**src/rtl/sample_framer_if.sv**
```systemverilog
// Byte-stream framer bus: FIFO read side plus ready/valid output stream.
interface sample_framer_if #(
    parameter int DATA_WIDTH = 8
);
    logic                  fifo_empty_i;
    logic [DATA_WIDTH-1:0] fifo_data_i;
    logic                  fifo_inc_o;
    logic [DATA_WIDTH-1:0] tx_data_o;
    logic                  tx_valid_o;
    logic                  tx_ready_i;
    logic                  frame_done_o;

    // Framer side
    modport slave (
        input  fifo_empty_i, fifo_data_i, tx_ready_i,
        output fifo_inc_o, tx_data_o, tx_valid_o, frame_done_o
    );

    // FIFO / sink side
    modport master (
        output fifo_empty_i, fifo_data_i, tx_ready_i,
        input  fifo_inc_o, tx_data_o, tx_valid_o, frame_done_o
    );
endinterface

```
**src/rtl/sample_framer.sv**
```systemverilog
// Pulls FRAME_LEN samples from a FIFO and emits HEADER, samples, checksum
// on a ready/valid byte stream with a single output register.
module sample_framer #(
    parameter int                    DATA_WIDTH = 8,
    parameter int                    FRAME_LEN  = 16,
    parameter logic [DATA_WIDTH-1:0] HEADER     = 'hA5
) (
    input  logic             clk_i,
    input  logic             rst_i,
    input  logic             enable_i,
    sample_framer_if.slave   bus
);

    localparam int CNT_W = $clog2(FRAME_LEN + 1);
    localparam logic [CNT_W-1:0] LAST_CNT = CNT_W'(FRAME_LEN - 1);

    typedef enum logic [1:0] {IDLE, SAMPLE, CSUM, LAST} state_t;

    state_t                state_q, state_d;
    logic [DATA_WIDTH-1:0] tx_data_q, tx_data_d;
    logic                  tx_valid_q, tx_valid_d;
    logic                  frame_done_q, frame_done_d;
    logic [CNT_W-1:0]      count_q, count_d;
    logic [DATA_WIDTH-1:0] sum_q, sum_d;
    logic                  fifo_inc;

    logic free;
    logic start;
    logic pop;
    logic xfer;

    // Output register can take a new byte when empty or being drained this cycle.
    assign free  = !tx_valid_q || bus.tx_ready_i;
    assign start = enable_i && !bus.fifo_empty_i;
    assign pop   = (state_q == SAMPLE) && free && !bus.fifo_empty_i;
    assign xfer  = tx_valid_q && bus.tx_ready_i;

    // State and datapath registers; reset abandons any partial frame.
    always_ff @(posedge clk_i or negedge rst_i) begin
        if (!rst_i) begin
            state_q      <= IDLE;
            tx_data_q    <= '0;
            tx_valid_q   <= 1'b0;
            frame_done_q <= 1'b0;
            count_q      <= '0;
            sum_q        <= '0;
        end else begin
            state_q      <= state_d;
            tx_data_q    <= tx_data_d;
            tx_valid_q   <= tx_valid_d;
            frame_done_q <= frame_done_d;
            count_q      <= count_d;
            sum_q        <= sum_d;
        end
    end

    // Next-state selection.
    always_comb begin
        state_d = state_q;
        case (state_q)
            IDLE:    if (start) state_d = SAMPLE;
            SAMPLE:  if (pop && (count_q == LAST_CNT)) state_d = CSUM;
            CSUM:    if (free) state_d = LAST;
            LAST:    if (xfer) state_d = IDLE;
            default: state_d = IDLE;
        endcase
    end

    // Output register loads, running sum/count and the FIFO pop strobe.
    always_comb begin
        tx_data_d    = tx_data_q;
        tx_valid_d   = tx_valid_q;
        frame_done_d = 1'b0;
        count_d      = count_q;
        sum_d        = sum_q;
        fifo_inc     = 1'b0;
        case (state_q)
            IDLE: begin
                if (start) begin
                    tx_data_d  = HEADER;
                    tx_valid_d = 1'b1;
                    count_d    = '0;
                    sum_d      = '0;
                end
            end
            SAMPLE: begin
                if (free) begin
                    if (!bus.fifo_empty_i) begin
                        tx_data_d  = bus.fifo_data_i;
                        tx_valid_d = 1'b1;
                        fifo_inc   = 1'b1;
                        sum_d      = sum_q + bus.fifo_data_i;
                        count_d    = count_q + 1'b1;
                    end else begin
                        // Starved: drop valid rather than re-send the last byte.
                        tx_valid_d = 1'b0;
                    end
                end
            end
            CSUM: begin
                if (free) begin
                    tx_data_d  = sum_q;
                    tx_valid_d = 1'b1;
                end
            end
            LAST: begin
                if (xfer) begin
                    tx_valid_d   = 1'b0;
                    frame_done_d = 1'b1;
                end
            end
            default: begin
                tx_valid_d = 1'b0;
            end
        endcase
    end

    assign bus.fifo_inc_o   = fifo_inc;
    assign bus.tx_data_o    = tx_data_q;
    assign bus.tx_valid_o   = tx_valid_q;
    assign bus.frame_done_o = frame_done_q;

endmodule
```
**src/flat_wrapper.sv**
```systemverilog
// flat-port wrapper written by rule: the top's interface ports become plain ports
module sample_framer_flat 
#(
    parameter int                    DATA_WIDTH = 8,
    parameter int                    FRAME_LEN  = 16,
    parameter logic [DATA_WIDTH-1:0] HEADER     = 'hA5
)
  (clk_i, rst_i, enable_i, bus_fifo_empty_i, bus_fifo_data_i, bus_tx_ready_i, bus_fifo_inc_o, bus_tx_data_o, bus_tx_valid_o, bus_frame_done_o);
  sample_framer_if #(.DATA_WIDTH(DATA_WIDTH)) bus_i ();
  input  logic clk_i;
  input  logic rst_i;
  input  logic enable_i;
  input wire logic [$bits(bus_i.fifo_empty_i)-1:0] bus_fifo_empty_i;
  input wire logic [$bits(bus_i.fifo_data_i)-1:0] bus_fifo_data_i;
  input wire logic [$bits(bus_i.tx_ready_i)-1:0] bus_tx_ready_i;
  output wire logic [$bits(bus_i.fifo_inc_o)-1:0] bus_fifo_inc_o;
  output wire logic [$bits(bus_i.tx_data_o)-1:0] bus_tx_data_o;
  output wire logic [$bits(bus_i.tx_valid_o)-1:0] bus_tx_valid_o;
  output wire logic [$bits(bus_i.frame_done_o)-1:0] bus_frame_done_o;
  assign bus_i.fifo_empty_i = bus_fifo_empty_i;
  assign bus_i.fifo_data_i = bus_fifo_data_i;
  assign bus_i.tx_ready_i = bus_tx_ready_i;
  assign bus_fifo_inc_o = bus_i.fifo_inc_o;
  assign bus_tx_data_o = bus_i.tx_data_o;
  assign bus_tx_valid_o = bus_i.tx_valid_o;
  assign bus_frame_done_o = bus_i.frame_done_o;
  sample_framer #(.DATA_WIDTH(DATA_WIDTH), .FRAME_LEN(FRAME_LEN), .HEADER(HEADER)) u_core (.clk_i(clk_i), .rst_i(rst_i), .enable_i(enable_i), .bus(bus_i));
endmodule
```
**config.mk**
```make
export PLATFORM = sky130hd
export DESIGN_NAME = sample_framer_flat
export DESIGN_NICKNAME = d
export VERILOG_FILES = /design/src/rtl/sample_framer_if.sv /design/src/rtl/sample_framer.sv /design/src/flat_wrapper.sv
export SDC_FILE = /design/constraint.sdc
export NUM_CORES = 1
export LEC_CHECK = 0
export ABC_AREA = 1
export CORE_ASPECT_RATIO = 0.5
export CORE_MARGIN = 2
export CORE_UTILIZATION = 45
export DETAILED_ROUTE_END_ITERATION = 10
export PLACE_DENSITY = 0.68
export SYNTH_ARGS = -nofsm -noshare
export SYNTH_HDL_FRONTEND = slang
export SYNTH_SLANG_ARGS = --single-unit
```
**constraint.sdc**
```tcl
create_clock -name clk_i -period 2 [get_ports clk_i]
set_input_delay 0.5 -clock clk_i [delete_from_list [all_inputs] [get_ports clk_i]]
set_output_delay 0.5 -clock clk_i [all_outputs]
set_load 0.03 [all_outputs]
```
After elaboration in Yosys (flattened, before gate mapping)
Index checks and enable logic that the tools add are counted.
{ "word_totals": {"reg_bits": 25, "latchBits": 0, "mem_bits_rw": 0, "mem_bits_ro": 0, "output_inout_bits": 11, "memories": 0} }
{ "classes": {"addsub": 2, "mul": 0, "div": 0, "order_cmp": 0, "eq_ne": 10, "n_shift": 0, "n_mux": 28, "bitwise": 0, "n_reduce_logical": 15} }
{ "op_table": {"columns": ["op", "n"], "rows": [
  ["8-bit two-way mux", 7],
  ["8-bit case mux with 3 select lines", 1],
  ["8-bit case mux with 2 select lines", 1],
  ["5-bit two-way mux", 3],
  ["4-bit AND reduction", 3],
  ["5-bit case mux with 2 select lines", 1],
  ["1-bit two-way mux", 9],
  ["8-bit adder", 1],
  ["2-bit two-way mux", 4],
  ["2-bit by 1-bit != test with 1-bit output, second input constant", 4],
  ["2-bit case mux with 4 select lines", 1],
  ["5-bit by 1-bit adder with 5-bit output, second input constant", 1],
  ["5-bit by 4-bit equality test with 1-bit output, second input constant", 1],
  ["1-bit logical AND", 5],
  ["5-bit AND reduction", 1],
  ["2-bit equality test, second input constant", 2],
  ["2-bit != test, second input constant", 2],
  ["1-bit case mux with 4 select lines", 1],
  ["3-bit nonzero test", 1],
  ["2-bit by 1-bit equality test with 1-bit output, second input constant", 1],
  ["1-bit zero test", 2],
  ["2-bit zero test", 1],
  ["2-bit nonzero test", 1],
  ["1-bit logical OR", 1]
]} }

Logic depth before layout (Yosys ltp)
{ "depth": {"depth_word": 7, "mapped_depth": 12, "ltp_nobuf": 11} }

Worst setup path before layout
Ideal clock, no wire load.
{ "synth_path": {"kind": "input -> register", "startpoint": "in bus_fifo_data_i[0]", "endpoint": "reg u_core.sum_q[6]", "setup_time_ns": 0.117, "arrival_time_ns": 1.511, "required_time_ns": 1.883, "setup_slack_ns": 0.372, "cell_stages": 8, "n_path_buf": 0, "path_cell_list": "ha_1 > fa_1 > nand2_1 > nand2_1 > nand3b_1 > nand3_1 > nand3_1 > nand2_1"} }
{ "synth_via": {"elab_chain_cells": 4} }
{ "synth_rtl": {"columns": ["item", "line", "text"], "rows": [
  ["from (decl)", "flat_wrapper.sv:14", "input wire logic [$bits(bus_i.fifo_data_i)-1:0] bus_fifo_data_i;"],
  ["8-bit adder", "sample_framer.sv:92", "sum_d = sum_q + bus.fifo_data_i;"],
  ["8-bit two-way mux", "sample_framer.sv:88", "if (!bus.fifo_empty_i) begin"],
  ["8-bit two-way mux", "sample_framer.sv:87", "if (free) begin"],
  ["8-bit case mux with 2 select lines", "sample_framer.sv:77", "case (state_q)"],
  ["to (signal assigned)", "sample_framer.sv:53", "sum_q <= sum_d;"],
  ["to (decl)", "sample_framer.sv:24", "logic [DATA_WIDTH-1:0] sum_q, sum_d;"]
]} }
Every way passes these cells. The select of a mux whose other input is x is not followed.
A chain may end at the register's enable or synchronous reset.

Worst setup path after layout
{ "layout_path": {"startpoint": "reg u_core.state_q[1]", "endpoint": "out bus_fifo_inc_o"} }
{ "layout_via": {"elab_chain_cells": 2} }
{ "layout_rtl": {"columns": ["item", "line", "text"], "rows": [
  ["from (decl)", "sample_framer.sv:19", "state_t state_q, state_d;"],
  ["from (signal assigned)", "sample_framer.sv:48", "state_q <= state_d;"],
  ["2-bit by 1-bit equality test with 1-bit output", "sample_framer.sv:77", null],
  ["1-bit two-way mux", "sample_framer.sv:77", null],
  ["to (decl)", "flat_wrapper.sv:16", "output wire logic [$bits(bus_i.fifo_inc_o)-1:0] bus_fifo_inc_o;"]
]} }
Every way passes these cells.

==> results by group <==
Floorplan
  • Core ar.: 3470 sq um
  • Die ar.: 4220 sq um
  • Initial core utilization: 0.477
  • Rows: 15
  • Die X: 89.8 microns
  • Num ports: 24
  • Die Height: 46.9 microns

Finish
  • Final core utilization: 0.583
  • Filler Cells Inserted: 319
  • Layout cell share with drive strength beyond 1: 0.119
  • Area of the multi-input gates: 907 sq um
  • Synthesis-to-finish area growth: 22.1%
  • ANT cells: 0
  • Fin nets: 281
  • Register area: 627 sq um

STA
  • FMAX: 531 MHz
  • Max_slew headroom: 0.764
  • Clk_skew: 3.57 ps
  • Max-slew violations: 0
  • RSZ-0062 raised after global routing: no
  • Slew @ Worst Pin: 353 ps
  • Minimum clock period: 1880 ps
  • Final hold vios: 0
  • Fin crit share: 0.942
  • Final setup violation count: 0

Logic synthesis
  • Synth top area share: 0.377
  • Syn Nets: 252
  • Register area share after synthesis: 0.377
  • Synth Instances: 225
  • Mapped Area: 1660 sq um
  • Largest area contributor in the netlist: dfrtp_1
  • FF+latch count, synth: 25
  • Synth Warn #: 0
  • Netlist cell types: 27
  • Synth top area cells: dfrtp_1 (38%), nand2_1 (19%), ha_1 (9.8%), inv_1 (5.2%), nand3_1 (5.1%)
  • Average cell area after synthesis: 7.37 sq um

Setup path
  • Slowest cell delay on critical path: 440 ps
  • CP max FO: 6
  • Critical path type: flop to output pin
  • Reg2Reg Launch Point: u_core.state_q[0]$_DFFE_PN0P_
  • Most frequent CP cell: inv_2
  • Critical Path Sink Type: output pin
  • Crit path required time: 1500 ps
  • CP Data Arrival Time: 1380 ps
  • Crit start category: flop
  • Critical R2R Capture: u_core.bus.tx_data_o[0]$_DFFE_PN0P_
  • Setup slack, reg-to-reg: 280 ps
  • Cells along the critical path: inv_1, ha_4, nand2_2, inv_2, nand2_1, inv_2, buf_6
  • Slowest CP cell: dfrtp_2
  • R2R depth: 10

Placed design
  • DP HPWL: 2.87 mm
  • Final Wtd Congestion: 0.805
  • Buffers on Ports: 23

Global routing
  • First-pass GRT wire length: 6.04 mm
  • Vias in the first global route: 1255
  • Gr usage total: 0.188
  • Grt total ovfl: 0
  • Largest net degree at the start of global routing: 26
  • Initial antenna violation count: 0

Routing
  • Routed Antenna Nets: 0
  • DR WL/cell: 12.0 microns
  • Via/cell ratio: 4.83
  • Routed wire length: 3.66 mm
  • Pre-antenna DRT Iters: 4
  • DRC errors left: 0
  • Routed via count: 1468
  • DRT iter0 DRCs: 95

Power
  • Post-route total power: 0.00283 W
  • Pwr/cell area: 1400 nW/um^2
  • Max rail drop VDD: 0.436 mV
  • Pleak: 1.03 nW

Clock network
  • CTS Hold Bufs: 0
  • Clock Path Buffers: 2
  • Cts bufs inserted: 3
  • Reg clk slew, reported paths: 90 ps
  • Worst-skew pair later-pin latency: 270 ps
  • CTS tree: done
  • Root Buffer: clkbuf_8
  • H-tree depth: 1
  • Clock sinks: 25

Worst hold path
  • Hold path start: u_core.bus.tx_data_o[7]$_DFFE_PN0P_
  • Worst Hold End: u_core.bus.tx_data_o[7]$_DFFE_PN0P_
  • Hold crit path type: flop to flop
  • Hold depth: 2

Run status
  • Status: complete, no violations

Flow run
  • Max_cap viols: 0
routing by layer:
| layer | wire length, microns | GRT usage | up-vias |
|---|---|---|---|
| li1 | - | - | 773 |
| met1 | 1940 | 0.279 | 642 |
| met2 | 1460 | 0.288 | 48 |
| met3 | 227 | 0.0417 | 5 |
| met4 | 20 | 0.0369 | 0 |
| met5 | 0 | 0 | - |
sequential cells by signal (all words and copies together), names as in the netlist:
register                 flops
u_core.bus.frame_done_o      1
u_core.bus.tx_data_o         8
u_core.bus.tx_valid_o        1
u_core.count_q               5
u_core.state_q               2
u_core.sum_q                 8
worst max-delay path, delay by kind of cell, from the launching register on:
kind	cells	cell delay (ps)
simple gates	2	140
fa+ha+maj	1	180
flops	1	440
buf+inv	4	350
area by class of cell:
cell class	instances	area share
multi-input combinational	168	0.448
sequential	25	0.310
timing repair buffer	29	0.138
inverter	27	0.0501
tap	51	0.0315
clock buffer	3	0.0204
clock inverter	1	0.00247
through the flow:
stage	TNS (ps)	std cells	worst slack (ps)	hold WS (ps)	cell area, sq um
2_1_floorplan	0	225	372	204	1660
3_3_place_gp	-353	300	-161	464	1960
3_5_place_dp	-431	300	-196	468	1960
4_1_cts	0	304	6.31	492	2000
5_1_grt	0	304	22.3	512	2020
6_report	0	304	117	489	2020
where the power goes:
part | leakage (nW) | switching [W] | internal [W] | total (W)
clock network | 0.0255 | 0.000168 | 0.000140 | 0.000308
registers | 0.326 | 0.000131 | 0.000672 | 0.000803
logic | 0.679 | 0.00109 | 0.000628 | 0.00172
total | 1.03 | 0.00139 | 0.00144 | 0.00283
worst max-delay path by stage:
| stage | cells past startpoint | from | to | slack [ps] |
|---|---|---|---|---|
| finish | 7 | u_core.state_q[1]$_DFFE_PN0P_ | bus_fifo_inc_o | 120 |
| global route | 7 | u_core.state_q[1]$_DFFE_PN0P_ | bus_fifo_inc_o | 20 |
| CTS | 6 | bus_tx_ready_i | bus_fifo_inc_o | 6 |
| detailed placement | 8 | bus_fifo_data_i[0] | u_core.sum_q[4]$_DFFE_PN0P_ | -200 |
| global placement | 9 | bus_fifo_data_i[0] | u_core.sum_q[6]$_DFFE_PN0P_ | -160 |
| floorplan | 8 | bus_fifo_data_i[0] | u_core.sum_q[6]$_DFFE_PN0P_ | 370 |
cell families (layout without fill, tap and decap cells):
group / count (synthesis) / count (layout) / share of synthesized area
and+or+nand+nor: 126 / 126 / 0.328
buffers and inverters: 32 / 60 / 0.0845
AOI/OAI and AO/OA: 27 / 27 / 0.0951
DFF: 25 / 25 / 0.377
adders and majority gates: 14 / 14 / 0.110
xor gates and xnor gates: 1 / 1 / 0.00528
placed cells by master, fill, tap and decap left out, drive strengths merged:
cell type,n
o211ai,1
clkdlybuf4s50,21
ha,13
nand4,1
xor2,1
nor2,12
inv,27
nand3,18
nand3b,4
buf,7
a22o,1
o21ai,17
o22ai,1
clkinv,1
nand2,88
a21oi,7
fa,1
dlymetal6s2s,1
or2,1
clkbuf,3
nor3,2
dfrtp,25
cells in the mapped netlist:
master / count
nor2_2: 1
inv_2: 4
nand4_1: 1
nand2_1: 84
nor3_1: 2
buf_4: 1
o21ai_1: 6
o22ai_1: 1
clkbuf_1: 1
o211ai_1: 1
xor2_1: 1
dfrtp_1: 25
a21oi_1: 7
o21ai_2: 4
buf_6: 2
nor2_1: 11
o21ai_0: 7
nand3_1: 17
inv_1: 23
or2_2: 1
fa_1: 1
a22o_1: 1
ha_1: 13
nand3b_1: 4
nand2_2: 4
nand3_4: 1
buf_2: 1
what timing repair did:
| action | in CTS | in global routing |
|---|---|---|
| gates resized for setup | 1 | 6 |
| buffers inserted | 0 | 0 |
| setup endpoints to repair | 1 | 3 |
Power figures use the tool's default switching activity.
